### src/rtl/stack_arbiter_if.sv
// Request/response bus between NREQ client requesters and the stack arbiter.
//   req_valid  [NREQ]        : requester i has a command pending
//   req_op     [2*NREQ]      : per-requester op, 00 push / 01 pop / 10 peek / 11 illegal
//   req_data   [WIDTH*NREQ]  : per-requester push data
//   req_ack    [NREQ]        : one-hot 1-cycle pulse, command of requester i accepted
//   resp_valid               : 1-cycle pulse, response fields valid
//   resp_id    [IDW]         : requester being answered
//   resp_data  [WIDTH]       : pop/peek data, 0 for push or error
//   resp_err                 : command refused
// master = client side, slave = arbiter side.
interface stack_arbiter_if #(
    parameter int unsigned WIDTH = 8,
    parameter int unsigned NREQ  = 4
);
    localparam int unsigned IDW = $clog2(NREQ);

    logic [NREQ-1:0]       req_valid;
    logic [2*NREQ-1:0]     req_op;
    logic [WIDTH*NREQ-1:0] req_data;
    logic [NREQ-1:0]       req_ack;
    logic                  resp_valid;
    logic [IDW-1:0]        resp_id;
    logic [WIDTH-1:0]      resp_data;
    logic                  resp_err;

    modport master (
        output req_valid, req_op, req_data,
        input  req_ack, resp_valid, resp_id, resp_data, resp_err
    );

    modport slave (
        input  req_valid, req_op, req_data,
        output req_ack, resp_valid, resp_id, resp_data, resp_err
    );
endinterface

### src/rtl/stack_arbiter.sv
// Shares one stack among NREQ requesters. Commands are granted round-robin one at
// a time; each accepted command gets exactly one response (data or error flag).
// Ports:
//   clk, reset    : clock, synchronous active-high reset
//   bus           : stack_arbiter_if.slave request/response bus
//   stk_instr     : stack instruction, 11 = NOP while idle
//   stk_data_in   : stack push data
//   stk_data_out  : stack read data (registered inside the stack)
//   stk_empty     : stack empty flag
//   stk_full      : stack full flag
// All outputs are registered. Sequence per command: IDLE -> ISSUE -> SETTLE -> IDLE.
module stack_arbiter #(
    parameter int unsigned WIDTH = 8,
    parameter int unsigned NREQ  = 4
) (
    input  logic             clk,
    input  logic             reset,
    stack_arbiter_if.slave   bus,
    output logic [1:0]       stk_instr,
    output logic [WIDTH-1:0] stk_data_in,
    input  logic [WIDTH-1:0] stk_data_out,
    input  logic             stk_empty,
    input  logic             stk_full
);
    localparam int unsigned IDW = $clog2(NREQ);

    localparam logic [1:0] OpPush = 2'b00;
    localparam logic [1:0] OpPop  = 2'b01;
    localparam logic [1:0] OpPeek = 2'b10;
    localparam logic [1:0] OpNop  = 2'b11;

    typedef enum logic [1:0] {StIdle, StIssue, StSettle} state_e;

    state_e           state_q, state_d;
    logic [IDW-1:0]   ptr_q, ptr_d;
    logic [NREQ-1:0]  ack_q, ack_d;
    logic             resp_valid_q, resp_valid_d;
    logic [IDW-1:0]   resp_id_q, resp_id_d;
    logic [WIDTH-1:0] resp_data_q, resp_data_d;
    logic             resp_err_q, resp_err_d;
    logic [1:0]       instr_q, instr_d;
    logic [WIDTH-1:0] data_in_q, data_in_d;
    logic [1:0]       op_q, op_d;
    logic [IDW-1:0]   id_q, id_d;
    logic             err_q, err_d;

    logic [IDW-1:0]   win;
    logic             any_req;
    logic [1:0]       sel_op;
    logic [WIDTH-1:0] sel_data;
    logic             cmd_err;

    // Round-robin pick: first pending requester after the last winner, with wrap.
    always_comb begin
        win     = '0;
        any_req = 1'b0;
        for (int unsigned k = 1; k <= NREQ; k++) begin
            if (!any_req && bus.req_valid[IDW'((32'(ptr_q) + k) % NREQ)]) begin
                win     = IDW'((32'(ptr_q) + k) % NREQ);
                any_req = 1'b1;
            end
        end
    end

    always_comb begin
        sel_op   = OpNop;
        sel_data = '0;
        for (int unsigned i = 0; i < NREQ; i++) begin
            if (IDW'(i) == win) begin
                sel_op   = bus.req_op[2*i +: 2];
                sel_data = bus.req_data[WIDTH*i +: WIDTH];
            end
        end
    end

    // Flags are stable in IDLE because no stack op is in flight.
    assign cmd_err = (sel_op == OpNop) ||
                     ((sel_op == OpPush) && stk_full) ||
                     (((sel_op == OpPop) || (sel_op == OpPeek)) && stk_empty);

    always_comb begin
        state_d      = state_q;
        ptr_d        = ptr_q;
        ack_d        = '0;
        resp_valid_d = 1'b0;
        resp_id_d    = resp_id_q;
        resp_data_d  = resp_data_q;
        resp_err_d   = resp_err_q;
        instr_d      = instr_q;
        data_in_d    = data_in_q;
        op_d         = op_q;
        id_d         = id_q;
        err_d        = err_q;

        unique case (state_q)
            StIdle: begin
                if (any_req) begin
                    ack_d     = NREQ'(1) << win;
                    ptr_d     = win;
                    op_d      = sel_op;
                    id_d      = win;
                    data_in_d = sel_data;
                    err_d     = cmd_err;
                    // Refused commands never reach the stack but still use a slot.
                    instr_d   = cmd_err ? OpNop : sel_op;
                    state_d   = StIssue;
                end
            end
            StIssue: begin
                // Stack executes on this edge; drop back to NOP so it runs once.
                instr_d = OpNop;
                state_d = StSettle;
            end
            StSettle: begin
                resp_valid_d = 1'b1;
                resp_id_d    = id_q;
                resp_err_d   = err_q;
                resp_data_d  = (!err_q && (op_q != OpPush)) ? stk_data_out : '0;
                state_d      = StIdle;
            end
            default: state_d = StIdle;
        endcase
    end

    always_ff @(posedge clk) begin
        if (reset) begin
            state_q      <= StIdle;
            ptr_q        <= IDW'(NREQ - 1);
            ack_q        <= '0;
            resp_valid_q <= 1'b0;
            resp_id_q    <= '0;
            resp_data_q  <= '0;
            resp_err_q   <= 1'b0;
            instr_q      <= OpNop;
            data_in_q    <= '0;
            op_q         <= OpNop;
            id_q         <= '0;
            err_q        <= 1'b0;
        end else begin
            state_q      <= state_d;
            ptr_q        <= ptr_d;
            ack_q        <= ack_d;
            resp_valid_q <= resp_valid_d;
            resp_id_q    <= resp_id_d;
            resp_data_q  <= resp_data_d;
            resp_err_q   <= resp_err_d;
            instr_q      <= instr_d;
            data_in_q    <= data_in_d;
            op_q         <= op_d;
            id_q         <= id_d;
            err_q        <= err_d;
        end
    end

    assign bus.req_ack    = ack_q;
    assign bus.resp_valid = resp_valid_q;
    assign bus.resp_id    = resp_id_q;
    assign bus.resp_data  = resp_data_q;
    assign bus.resp_err   = resp_err_q;
    assign stk_instr      = instr_q;
    assign stk_data_in    = data_in_q;
endmodule

### src/flat_wrapper.sv
// flat-port wrapper written by rule: the top's interface ports become plain ports
module stack_arbiter_flat 
#(
    parameter int unsigned WIDTH = 8,
    parameter int unsigned NREQ  = 4
)
  (clk, reset, stk_instr, stk_data_in, stk_data_out, stk_empty, stk_full, bus_req_valid, bus_req_op, bus_req_data, bus_req_ack, bus_resp_valid, bus_resp_id, bus_resp_data, bus_resp_err);
  stack_arbiter_if #(.WIDTH(WIDTH), .NREQ(NREQ)) bus_i ();
  input  logic clk;
  input  logic reset;
  output logic [1:0] stk_instr;
  output logic [WIDTH-1:0] stk_data_in;
  input  logic [WIDTH-1:0] stk_data_out;
  input  logic stk_empty;
  input  logic stk_full;
  input wire logic [$bits(bus_i.req_valid)-1:0] bus_req_valid;
  input wire logic [$bits(bus_i.req_op)-1:0] bus_req_op;
  input wire logic [$bits(bus_i.req_data)-1:0] bus_req_data;
  output wire logic [$bits(bus_i.req_ack)-1:0] bus_req_ack;
  output wire logic [$bits(bus_i.resp_valid)-1:0] bus_resp_valid;
  output wire logic [$bits(bus_i.resp_id)-1:0] bus_resp_id;
  output wire logic [$bits(bus_i.resp_data)-1:0] bus_resp_data;
  output wire logic [$bits(bus_i.resp_err)-1:0] bus_resp_err;
  assign bus_i.req_valid = bus_req_valid;
  assign bus_i.req_op = bus_req_op;
  assign bus_i.req_data = bus_req_data;
  assign bus_req_ack = bus_i.req_ack;
  assign bus_resp_valid = bus_i.resp_valid;
  assign bus_resp_id = bus_i.resp_id;
  assign bus_resp_data = bus_i.resp_data;
  assign bus_resp_err = bus_i.resp_err;
  stack_arbiter #(.WIDTH(WIDTH), .NREQ(NREQ)) u_core (.clk(clk), .reset(reset), .bus(bus_i), .stk_instr(stk_instr), .stk_data_in(stk_data_in), .stk_data_out(stk_data_out), .stk_empty(stk_empty), .stk_full(stk_full));
endmodule
### config.mk
export PLATFORM = sky130hd
export DESIGN_NAME = stack_arbiter_flat
export DESIGN_NICKNAME = d
export VERILOG_FILES = /design/src/rtl/stack_arbiter_if.sv /design/src/rtl/stack_arbiter.sv /design/src/flat_wrapper.sv
export SDC_FILE = /design/constraint.sdc
export NUM_CORES = 1
export LEC_CHECK = 0
export BUFFER_PORTS_ARGS = -buffer_cell sky130_fd_sc_hd__buf_2
export CORE_MARGIN = 4
export CORE_UTILIZATION = 23
export CTS_CLUSTER_SIZE = 24
export DETAILED_ROUTE_END_ITERATION = 16
export SLEW_MARGIN = 20
export SYNTH_ARGS = -nofsm -noshare
export SYNTH_HDL_FRONTEND = slang
export SYNTH_SLANG_ARGS = --single-unit
export TNS_END_PERCENT = 1
### constraint.sdc
create_clock -name clk -period 3.7 [get_ports clk]
set_input_delay 0.37 -clock clk [delete_from_list [all_inputs] [get_ports clk]]
set_output_delay 0.37 -clock clk [all_outputs]
set_load 0.01 [all_outputs]
== Word-level counts from Yosys, hierarchy flattened ==
Cells that the tools add are included.
Widths: inputs -> output; s select.
Cells by class
  reduce and logical (&&, ||, !) cells: 21
  muxes and demuxes: 31
  shift-type cells: 1
  bitwise gates (word level): 2
  add/sub/neg operators: 4
  magnitude comparators: 4
  equality and inequality tests: 9
Operators by type and width (number)
  $mux 8: 5
  $mux 2: 11
  $lt 2x3->1 const B: 4
  $mux 1: 9
  $bmux 1 s2: 4
  $pmux 2 s2: 2
  $eq 2x2->1 const B: 3
  $logic_and 1x1->1: 6
  $logic_not 2->1: 3
  $add 2x1->2 const B: 2
  $add 2x2->2 const B: 2
  $eq 2x1->1 const B: 2
  $eq 2x2->1 const A: 2
  $logic_not 1->1: 4
  $reduce_and 2->1: 2
  $reduce_bool 2->1: 2
  $shl 1x2->4 const A: 1
  $logic_or 1x1->1: 3
  $reduce_or 3->1: 1
  $eq 1x2->1 const A: 1
  $ne 2x1->1 const B: 1
  $not 1->1: 2
Word-level totals
  output and inout port bits: 26
  logic and storage cells: 84
  bits of input ports: 56
  bits in registers: 35

== Logic depth before layout (Yosys ltp) ==
Gate-level depths: netlist (run 1).
  depth in word-level cells: 25
  gate-level depth with buffers: 10
  depth with buffers taken out: 9

== Least setup slack after synthesis (run 1) ==
Ideal clock, no wire load.
  kind: reg-to-reg
  from: register u_core.ptr_q[1]
  to: register u_core.instr_q[0] (netlist: u_core.stk_instr[0])
  path slack: 1.084 ns
  buffers on the path: 1
  data arrival time: 2.494 ns
  stages on the path, launching flop included: 10
  clock period less this slack: 2.616 ns
  setup time: 0.122 ns
  data required time: 3.578 ns
  path through: dfxtp_1 -> buf_6 -> nand2b_2 -> a21oi_4 -> mux4_2 -> inv_1 -> ha_1 -> a221o_1 -> or3_1 -> o32a_1
Between the ends
  word-level cells in the longest chain between the ends: 25
  elaborated cells between the ends (all ways): 48
  those cells by class: 4 x add/sub; 7 x eq/ne; 23 x mux; 14 x reduce/logical
Ends and longest elaborated chain
  start: declaration: line stack_arbiter.sv:35  | logic [IDW-1:0] ptr_q, ptr_d;
  start signal: assignment: line stack_arbiter.sv:128  | ptr_q <= IDW'(NREQ - 1);
  start signal: assignment: line stack_arbiter.sv:141  | ptr_q <= ptr_d;
  $add 2x1->2: line stack_arbiter.sv:58, stack_arbiter.sv:59
  $bmux 1 s2: line stack_arbiter.sv:58  | if (!any_req && bus.req_valid[IDW'((32'(ptr_q) + k) % NREQ)]) begin
  $mux 1 (implied by the code): line stack_arbiter.sv:58
  $mux 1: line stack_arbiter.sv:58
  $logic_not 1->1: line stack_arbiter.sv:58
  $logic_and 1x1->1: line stack_arbiter.sv:58
  $mux 1: line stack_arbiter.sv:58
  $logic_not 1->1: line stack_arbiter.sv:58
  [10 not listed]
  named net u_core.sel_op[0]: line stack_arbiter.sv:49  | logic [1:0] sel_op;
  $eq 2x1->1, or another cell as far along: line stack_arbiter.sv:79  | (((sel_op == OpPop) || (sel_op == OpPeek)) && stk_empty);
  $logic_or 1x1->1 or $logic_and 1x1->1 (tied branches): line stack_arbiter.sv:79, stack_arbiter.sv:78
  $logic_and 1x1->1 or $logic_or 1x1->1 (tied branches): line stack_arbiter.sv:79, stack_arbiter.sv:77
  $logic_or 1x1->1: line stack_arbiter.sv:78  | ((sel_op == OpPush) && stk_full) ||
  $mux 2 (*): line stack_arbiter.sv:105  | instr_d = cmd_err ? OpNop : sel_op;
  $mux 2 (*): line stack_arbiter.sv:97  | if (any_req) begin
  $pmux 2 s2 (*): line stack_arbiter.sv:95  | unique case (state_q)
  end signal: assignment: line stack_arbiter.sv:134  | instr_q <= OpNop;
  end signal: assignment: line stack_arbiter.sv:147  | instr_q <= instr_d;
  end: declaration: line stack_arbiter.sv:41  | logic [1:0] instr_q, instr_d;
The timed path passes the listed nets; every way through them passes the cells marked *. The select of a mux whose other input is x is not followed.
A chain may end at the register's enable or synchronous reset.

== Final worst setup path (run 1) ==
  from: register u_core.ptr_q[1]
  to: register u_core.instr_q[1] (netlist: u_core.stk_instr[1])
Between the ends
  word-level cells in the longest chain between the ends: 25
  elaborated cells between the ends (all ways): 48
  those cells by class: 4 x add/sub; 7 x eq/ne; 23 x mux; 14 x reduce/logical
Ends and longest elaborated chain (line)
  $add 2x1->2: stack_arbiter.sv:58, stack_arbiter.sv:59
  $bmux 1 s2: stack_arbiter.sv:58
  $mux 1 (implied by the code): stack_arbiter.sv:58
  $mux 1: stack_arbiter.sv:58
  $logic_not 1->1: stack_arbiter.sv:58
  $logic_and 1x1->1: stack_arbiter.sv:58
  $mux 1: stack_arbiter.sv:58
  $logic_not 1->1: stack_arbiter.sv:58
  [10 not listed]
  named net u_core.sel_op[0]: stack_arbiter.sv:49
  $eq 2x1->1, or another cell as far along: stack_arbiter.sv:79
  $logic_or 1x1->1 or $logic_and 1x1->1 (tied branches): stack_arbiter.sv:79, stack_arbiter.sv:78
  $logic_and 1x1->1 or $logic_or 1x1->1 (tied branches): stack_arbiter.sv:79, stack_arbiter.sv:77
  $logic_or 1x1->1 (*): stack_arbiter.sv:78
  $mux 2 (*): stack_arbiter.sv:105
  $mux 2 (*): stack_arbiter.sv:97
  $pmux 2 s2 (*): stack_arbiter.sv:95
Marks and branches as above.

==> results.md, run 1 <==
## Clocking
• buffer levels on the longest clock path: 2
• Resize count post-CTS: 0
• clock root buffer: clkbuf_8
• TritonCTS clock tree: yes
• clock slew at the register clock pins of the worst setup and hold paths: 0.07 ns
• CTS hold repair buffers: 0
• Num Clock Sinks: 35
• CTS HTree Levels: 2
• number of buffers inserted during clock tree synthesis: 5
• clock latency of the later-clocked register in the worst-skew pair: 0.28 ns
• Post CTS Setup Buffer Count: 0

## Synthesis
• Synth Flop Type: dfxtp_1
• Synthesized Nets: 204
• number of flops mapped to enable cells by yosys: 0
• Area contributors post-synth: dfxtp_1 (43%), mux4_2 (9.6%), mux4_1 (4.8%)
• Ys Warns: 0
• cell type with the highest aggregate area in the netlist: dfxtp_1
• syn_area_per_cell: 11.27 um^2
• top-count cell post-synth: dfxtp_1
• ys async rst share: 0
• Synth Instances: 146
• flip-flop and latch count after synthesis: 35
• synth cell count leaders: dfxtp_1 (35), nor2_1 (18), nor3b_1 (9)
• proportion of netlist area held by the largest area contributor: 0.4259
• proportion of synthesized chip area in sequential cells: 0.4259
• Netlist cell types: 31
• Syn Std Cell Area: 0.001645 mm^2

## Setup path
• worst reg-to-reg path cell count: 8
• cell with the largest stage delay on the worst path: dfxtp_1
• category of cells accounting for the largest share of critical-path delay: compound AO/OA/AOI/OAI gates
• endpoint type of the worst setup path: register
• maximum net fanout on the critical path: 15
• Setup Crit Path Kind: reg2reg
• CP arrival: 3.04 ns
• instance count on the critical path: 8
• Critical Path, Cell by Cell: mux2i_1 -> o221a_2 -> mux4_2 -> inv_1 -> ha_1 -> a221o_1 -> or3_1 -> o32a_1
• max incr delay on CP: 0.53 ns
• capture instance of the worst register-to-register path: u_core.stk_instr[1]
• Req. time, crit path: 3.87 ns
• Critical path buffers and inverters: 1
• Register-to-Register Setup Slack: 0.83 ns
• reg-to-reg startpoint: u_core.ptr_q[1]
• critical path launch point type: register

## Worst hold path
• class of the worst hold path: in2reg
• worst hold start: stk_data_out[7]
• cell depth of the worst min-delay path: 3
• end point of the most critical hold path: u_core.bus.resp_data[7]

## Detailed routing
• DR pass1 iterations: 4
• routed wire length per instance: 12.31 um
• Detail Route Antenna Nets: 0
• Detailed Route Iter0 Violations: 75
• drt total wl: 3.989 mm
• remaining design rule violation count: 0
• vias per std cell: 4.367
• via total after detailed routing: 1,415

## Power and ir drop
• sequential power share: 0.444
• fraction of power spent switching nets: 0.2757
• Total Power: 0.9818 mW
• power share of the combinational group: 0.249
• internal power of the cells: 0.7111 mW
• leakage: 1.074 nW
• worst voltage drop across the vdd grid: 0.09838 mV
• power per cell area: 446.3 mW/mm^2
• NetSw: 0.2707 mW
• share of power burned in the clock network: 0.307

## STA
• final hold slack: 0.3290 ns
• worst rel slew slack: 0.3971
• maximum clock skew at final layout: 0.009987 ns
• highest clock rate: 348.8 MHz
• TNS Setup: 0 ns
• transition time at the pin with the least slew margin: 0.8974 ns
• smallest setup slack after layout: 0.8332 ns
• pins over their slew limit: 0
• post-route minimum period: 2.867 ns
• number of endpoints with negative hold slack in the final report: 0
• RSZ-0062 raised after global routing: false
• final period utilization: 0.7748
• Final setup violation count: 0

## Placement
• number of cells in the design after placement: 316
• HPWL Detailed: 2.993 mm
• pre-CTS worst setup slack: 0.7566 ns
• DP Area: 0.002100 mm^2
• global placement routability congestion: 0.6505
• buffers added on ports: 81

## Floorplan
• io pins: 82
• Die Span Y: 92.58 um
• placement row count: 30
• Die Span X: 92.58 um
• starting density of the core: 0.2395
• area of the core: 0.006869 mm^2
• Die Footprint: 0.008571 mm^2

## Finish
• n_diodes: 0
• share of the core filled with cells in the final layout: 0.3202
• Nets: 285
• post-route insts no fill: 324
• layout cell share with drive strength beyond 1: 0.4693
• final instance area: 0.002200 mm^2
• area delta synth->final: 33.69%

## Run status
• run status: finished clean

## GRT
• vias in the first global route: 1,474
• number of antenna violations at the first check in global routing: 0
• global-route wire length before repair: 6.534 mm
• All-Layer GR Usage: 0.09751
• maximum number of pins on one net before global-route repair: 31
• residual overflow from global routing: 0

## Job
• reported max-cap violation count: 0

-- kinds of logic after synthesis --
kind of cell | after synthesis | share of synthesized area
flops | 35 | 0.4259
compound gates | 34 | 0.1787
simple gates | 48 | 0.1506
fa+ha+maj | 2 | 0.01521
buf+inv | 13 | 0.06160
mux | 14 | 0.1681
-- worst reg2reg max path: stages, from the launching register on --
cell and delay, ns:
dfxtp_1 0.53, mux2i_1 0.24, o221a_2 0.45, mux4_2 0.42, inv_1 0.08, ha_1 0.22, a221o_1 0.30, or3_1 0.34
o32a_1 0.18
-- registers in the layout (all words and copies together), names as in the netlist --
register / flops
u_core.bus.resp_err: 1
u_core.id_q: 2
u_core.bus.resp_valid: 1
u_core.state_q: 2
u_core.bus.req_ack: 4
u_core.stk_data_in: 8
u_core.bus.resp_data: 8
u_core.err_q: 1
u_core.ptr_q: 2
u_core.op_q: 2
u_core.bus.resp_id: 2
u_core.stk_instr: 2
-- final cells by class --
cell class / instances / area, um^2
Fill cell: 725 / 4669
Tap cell: 96 / 120.1
Clock buffer: 8 / 100.1
Timing Repair Buffer: 83 / 420.4
Inverter: 4 / 15.01
Sequential cell: 35 / 700.7
Multi-Input combinational cell: 98 / 843.3
-- power by group through the flow --
stage / clock, mW / sequential (mW) / combinational (mW)
after global placement: 0 / 0.443 / 0.245
after detailed placement: 0 / 0.445 / 0.248
final: 0.302 / 0.436 / 0.244
after CTS: 0.316 / 0.436 / 0.250
after floorplan: 0 / 0.450 / 0.170
after global routing: 0.339 / 0.441 / 0.269
-- metal layers --
metal,track usage,vias up,wire length (um)
met2,0.1770,63,2007
met1,0.1002,649,1564
met3,0.03899,5,372
met4,0.03589,0,45
li1,-,698,-
met5,0,-,0
-- layout by cell type, fill, tap and decap left out, types with 3 or more instances in the layout --
cell	count
a21oi_1	6
nor3b_1	9
nor3_1	3
mux4_2	7
a22oi_1	8
clkbuf_8	7
mux4_1	3
inv_1	4
nand2_1	8
nand2b_1	4
nor2_1	18
a21o_1	8
buf_2	81
dfxtp_1	35
mux2i_1	4
-- worst max path at each step --
stage                          end             start
6_report       u_core.stk_instr[1]   u_core.ptr_q[1]
5_1_grt        u_core.stk_instr[0]   u_core.ptr_q[1]
4_1_cts        u_core.stk_instr[1]   u_core.ptr_q[1]
3_5_place_dp   u_core.stk_instr[1]  bus_req_valid[0]
3_3_place_gp   u_core.stk_instr[0]  bus_req_valid[0]
2_1_floorplan  u_core.stk_instr[0]   u_core.ptr_q[1]
Note: power is estimated with default switching activity, not from simulation.
==> run 2: changes to the inputs <==
==> constraint.sdc (replaced) <==
create_clock -name clk -period 3 [get_ports clk]
set_input_delay 0.3 -clock clk [delete_from_list [all_inputs] [get_ports clk]]
set_output_delay 0.3 -clock clk [all_outputs]
set_load 0.01 [all_outputs]
==> run 2 against run 1 <==
Critical path depth stayed put. Cell count rose by 0.62%. Maximum frequency rose by 6.7%. Final area fell by 0.17%. Clock power is 6% higher.
==> results.md, run 2 (synthesis results as in run 1) <==
## Run status
• run status: finished clean

## Power and ir drop
• sequential power share: 0.462
• Total Power: 1.165 mW
• leakage: 1.074 nW
• worst voltage drop across the vdd grid: 0.1636 mV
• power share of the combinational group: 0.262
• fraction of power spent switching nets: 0.2832
• power per cell area: 530.6 mW/mm^2
• NetSw: 0.3299 mW
• internal power of the cells: 0.8353 mW
• share of power burned in the clock network: 0.276

## STA
• pins over their slew limit: 0
• smallest setup slack after layout: 0.3129 ns
• highest clock rate: 372.1 MHz
• TNS Setup: 0 ns
• maximum clock skew at final layout: 0.002379 ns
• transition time at the pin with the least slew margin: 0.9030 ns
• number of endpoints with negative hold slack in the final report: 0
• Final setup violation count: 0
• post-route minimum period: 2.687 ns
• RSZ-0062 raised after global routing: false
• worst rel slew slack: 0.3934
• final period utilization: 0.8957

## Placement
• HPWL Detailed: 3.045 mm
• number of cells in the design after placement: 318
• buffers added on ports: 81
• global placement routability congestion: 0.6787
• pre-CTS worst setup slack: 0.3134 ns

## Worst hold path
• class of the worst hold path: in2reg

## Setup path
• critical path launch point type: register
• capturing instance or port of the critical path: u_core.stk_instr[1]
• start point of the critical path: u_core.ptr_q[1]
• Req. time, crit path: 3.17 ns
• category of cells accounting for the largest share of critical-path delay: compound AO/OA/AOI/OAI gates
• Critical path buffers and inverters: 1
• endpoint type of the worst setup path: register
• capture instance of the worst register-to-register path: u_core.stk_instr[1]
• Setup Crit Path Kind: reg2reg
• CP arrival: 2.85 ns
• cell with the largest stage delay on the worst path: mux4_2
• Register-to-Register Setup Slack: 0.31 ns
• reg-to-reg startpoint: u_core.ptr_q[1]
• instance count on the critical path: 8
• Critical Path, Cell by Cell: a31oi_4 -> a21oi_4 -> mux4_2 -> inv_1 -> ha_1 -> a221o_1 -> or3_1 -> o32a_1
• max incr delay on CP: 0.57 ns
• maximum net fanout on the critical path: 7
• worst reg-to-reg path cell count: 8

## Finish
• layout cell share with drive strength beyond 1: 0.4696
• n_diodes: 0
• area delta synth->final: 33.46%
• sequential cell area: 700.7 um^2
• Nets: 287
• multi-input combinational cell area: 843.3 um^2
• commonest cells after routing, fill and taps aside: buf_2 (81), dfxtp_1 (35), nor2_1 (18), nor3b_1 (9)
• leading cell type in the layout, fill and taps excluded: buf_2
• count of fill cells added during filler insertion: 715
• post-route insts no fill: 326

## Floorplan
• starting density of the core: 0.2395
• area of the core: 0.006869 mm^2
• Die Footprint: 0.008571 mm^2
• placement row count: 30
• io pins: 82
• Die Span Y: 92.58 um
• Die Span X: 92.58 um

## Detailed routing
• routed wire length per instance: 12.07 um
• vias per std cell: 4.298
• Detailed Route Iter0 Violations: 39
• remaining design rule violation count: 0
• via total after detailed routing: 1,401
• DR pass1 iterations: 4
• drt total wl: 3.935 mm
• Detail Route Antenna Nets: 0

## Clocking
• clock slew at the register clock pins of the worst setup and hold paths: 0.07 ns
• CTS HTree Levels: 2
• clock root buffer: clkbuf_8
• number of buffers inserted during clock tree synthesis: 5
• clock latency of the later-clocked register in the worst-skew pair: 0.28 ns
• buffer levels on the longest clock path: 2
• Resize count post-CTS: 0
• Num Clock Sinks: 35
• Post CTS Setup Buffer Count: 0
• CTS hold repair buffers: 0
• TritonCTS clock tree: yes

## Job
• reported max-cap violation count: 0

## GRT
• maximum number of pins on one net before global-route repair: 31
• vias in the first global route: 1,497
• residual overflow from global routing: 0
• All-Layer GR Usage: 0.09759
• number of antenna violations at the first check in global routing: 0
• global-route wire length before repair: 6.624 mm

==> run 2: area by class of cell <==
cell class,count,area share
Multi-Input combinational cell,98,0.3840
Sequential cell,35,0.3191
Timing Repair Buffer,85,0.1983
Tap cell,96,0.05470
Clock buffer,7,0.03476
Inverter,4,0.006838
Clock inverter,1,0.002279
==> run 2: worst min path at each step <==
stage	start	to	cells past startpoint
final	stk_data_out[6]	u_core.bus.resp_data[6]	3
after global routing	stk_data_out[2]	u_core.bus.resp_data[2]	3
after CTS	stk_data_out[6]	u_core.bus.resp_data[6]	3
after detailed placement	u_core.id_q[1]	u_core.id_q[1]	2
after global placement	u_core.id_q[1]	u_core.id_q[1]	2
after floorplan	u_core.id_q[1]	u_core.id_q[1]	2
==> run 2: per-layer routing <==
metal,vias to the layer above,GRT usage,part of all wire
li1,700,-,-
met1,641,0.1059,0.41
met2,58,0.1734,0.50
met3,2,0.03656,0.086
met4,0,0.03342,0.0064
met5,-,0,0
==> run 2: metrics by stage <==
step                hold WS (ns)  area [um^2]  utilization
finish                    0.2585         2196       0.3197
CTS                       0.2501         2196       0.3197
floorplan                 0.4329         1645            -
detailed placement        0.4623         2115       0.3078
global route              0.2533         2196       0.3197
global placement          0.4581         2115       0.3078
==> run 2: worst reg2reg max path: stages, from the launching register on <==
cell	delay, ns
dfxtp_1	0.53
a31oi_4	0.14
a21oi_4	0.21
mux4_2	0.57
inv_1	0.08
ha_1	0.22
a221o_1	0.31
or3_1	0.33
o32a_1	0.18
==> run 2: power by group through the flow <==
stage                     clock, mW  sequential, mW  combinational (mW)
after floorplan                   0           0.555               0.210
after global routing          0.367           0.544               0.342
after global placement            0           0.547               0.308
final                         0.321           0.538               0.305
after CTS                     0.345           0.539               0.313
after detailed placement          0           0.550               0.312
==> run 3: changes to the inputs <==
==> constraint.sdc (replaced) <==
create_clock -name clk -period 2.34 [get_ports clk]
set_input_delay 0.234 -clock clk [delete_from_list [all_inputs] [get_ports clk]]
set_output_delay 0.234 -clock clk [all_outputs]
set_load 0.01 [all_outputs]
==> run 3 against run 2 <==
The run now ends with setup timing left. Clock-buffer cell count unchanged. Register-to-register slack worse by 0.51 ns. Maximum frequency up 5.8%. Utilization up 1.3 points. Cell count up 2.5%. Sequential share of layout area down 1.0 points. Final area up 3.9%. Clock skew up 0.0011 ns.
==> results.md, run 3 (synthesis results as in run 1) <==
## Detailed routing
• remaining design rule violation count: 0
• Detail Route Antenna Nets: 0
• vias per std cell: 4.287
• via total after detailed routing: 1,432
• routed wire length per instance: 12.39 um
• DR pass1 iterations: 4
• Detailed Route Iter0 Violations: 43
• drt total wl: 4.137 mm

## Floorplan
• io pins: 82
• Die Span Y: 92.58 um
• Die Footprint: 0.008571 mm^2
• starting density of the core: 0.2395
• placement row count: 30
• Die Span X: 92.58 um
• area of the core: 0.006869 mm^2

## Setup path
• instance count on the critical path: 9
• endpoint type of the worst setup path: register
• Setup Crit Path Kind: reg2reg
• Req. time, crit path: 2.51 ns
• max incr delay on CP: 0.57 ns
• Critical path buffers and inverters: 1
• capturing instance or port of the critical path: u_core.stk_instr[0]
• start point of the critical path: u_core.ptr_q[1]
• Critical Path, Cell by Cell: a21oi_4 -> a31oi_4 -> a21oi_4 -> mux4_2 -> inv_2 -> ha_4 -> a221o_1 -> or3_4 -> o32a_1
• capture instance of the worst register-to-register path: u_core.stk_instr[0]
• CP arrival: 2.71 ns
• category of cells accounting for the largest share of critical-path delay: compound AO/OA/AOI/OAI gates
• reg-to-reg startpoint: u_core.ptr_q[1]
• cell with the largest stage delay on the worst path: mux4_2
• worst reg-to-reg path cell count: 9
• maximum net fanout on the critical path: 6
• critical path launch point type: register
• Register-to-Register Setup Slack: -0.20 ns
• cell seen most often among critical-path stages: a21oi_4

## Clocking
• Num Clock Sinks: 35
• TritonCTS clock tree: yes
• CTS HTree Levels: 2
• number of buffers inserted during clock tree synthesis: 5
• clock root buffer: clkbuf_8
• CTS hold repair buffers: 0
• clock slew at the register clock pins of the worst setup and hold paths: 0.07 ns
• clock latency of the later-clocked register in the worst-skew pair: 0.28 ns
• buffer levels on the longest clock path: 2

## Finish
• leading cell type in the layout, fill and taps excluded: buf_2
• n_diodes: 0
• Nets: 295
• multi-input combinational cell area: 865.8 um^2
• commonest cells after routing, fill and taps aside: buf_2 (81), dfxtp_1 (34), nor2_1 (18), buf_4 (12), nor3b_1 (9)
• sequential cell area: 704.4 um^2
• area delta synth->final: 38.71%
• share of the core filled with cells in the final layout: 0.3322
• layout cell share with drive strength beyond 1: 0.5084
• count of fill cells added during filler insertion: 731

## STA
• transition time at the pin with the least slew margin: 0.5368 ns
• maximum clock skew at final layout: 0.003437 ns
• final hold slack: 0.1901 ns
• worst rel slew slack: 0.6421
• post-route minimum period: 2.540 ns
• final period utilization: 1.085
• smallest setup slack after layout: -0.2001 ns
• pins over their slew limit: 0
• number of endpoints with negative hold slack in the final report: 0
• RSZ-0062 raised after global routing: true
• Final setup violation count: 2
• highest clock rate: 393.7 MHz

## GRT
• global-route wire length before repair: 6.658 mm
• maximum number of pins on one net before global-route repair: 31
• residual overflow from global routing: 0
• vias in the first global route: 1,512
• All-Layer GR Usage: 0.09979
• number of antenna violations at the first check in global routing: 0

## Power and ir drop
• worst voltage drop across the vdd grid: 0.2346 mV
• power per cell area: 676.6 mW/mm^2
• leakage: 1.120 nW

## Job
• reported max-cap violation count: 0

## Placement
• HPWL Detailed: 3.158 mm
• buffers added on ports: 81
• global placement routability congestion: 0.7260

## Run status
• violated checks: setup timing
• run status: complete, but fails checks

## Worst hold path
• class of the worst hold path: in2reg

[run 3: changes by cell type in the layout (fill, tap and decap cells not counted)]
cell,change
buf_4,+8
inv_1,-2
inv_2,+2
dfxtp_1,-1
dfxtp_4,+1
ha_1,-1
ha_4,+1
nand2b_2,-1
nand2b_4,+1
or3_1,-1
or3_4,+1
[run 3: how the worst min path moves through the flow]
stage | slack [ns] | to | from | cells past startpoint
floorplan | 0.38 | u_core.bus.resp_data[0] | stk_data_out[0] | 2
global placement | 0.45 | u_core.id_q[1] | u_core.id_q[1] | 2
detailed placement | 0.46 | u_core.id_q[1] | u_core.id_q[1] | 2
CTS | 0.18 | u_core.bus.resp_data[2] | stk_data_out[2] | 3
global route | 0.21 | u_core.bus.resp_data[0] | stk_data_out[0] | 3
finish | 0.19 | u_core.bus.resp_data[2] | stk_data_out[2] | 3
[run 3: cell type report]
class / instances / area share
Sequential cell: 35 / 0.3087
Tap cell: 96 / 0.05263
Inverter: 4 / 0.006579
Clock inverter: 1 / 0.002193
Multi-Input combinational cell: 98 / 0.3794
Clock buffer: 7 / 0.03344
Timing Repair Buffer: 93 / 0.2171
[run 3: tightest hold or removal path: cells and delay by family]
kind / cells / cell delay, ns
AOI/OAI and AO/OA: 1 / 0.05
buffers and inverters: 1 / 0.08
and+or+nand+nor: 1 / 0.07
[run 3: per-layer routing]
metal | part of all wire | vias to the layer above | GRT usage
li1 | - | 718 | -
met1 | 0.42 | 647 | 0.1059
met2 | 0.50 | 64 | 0.1867
met3 | 0.079 | 3 | 0.03168
met4 | 0.0060 | 0 | 0.02970
met5 | 0 | - | 0
[run 3: report_power, final]
group | switching (mW) | internal [mW] | total [mW]
combinational | 0.199 | 0.239 | 0.438
clock | 0.207 | 0.209 | 0.416
sequential | 0.0349 | 0.655 | 0.690
[run 3: per-stage QoR]
stage,setup WS [ns],cells,power [mW],cell area [um^2],TNS [ns]
3_5_place_dp,-0.3631,324,1.125,2160,-0.7579
6_report,-0.2001,334,1.544,2282,-0.3963
3_3_place_gp,-0.2865,324,1.114,2160,-0.5729
5_1_grt,-0.3052,334,1.653,2282,-0.6050
4_1_cts,-0.2107,334,1.578,2277,-0.4187
2_1_floorplan,-0.2720,146,0.9809,1645,-0.5439
[run 3: repair_timing]
item	CTS	global route
endpoints found under the setup margin	3	2
pin swaps	1	0
buffers inserted	2	0
resized for setup	6	1
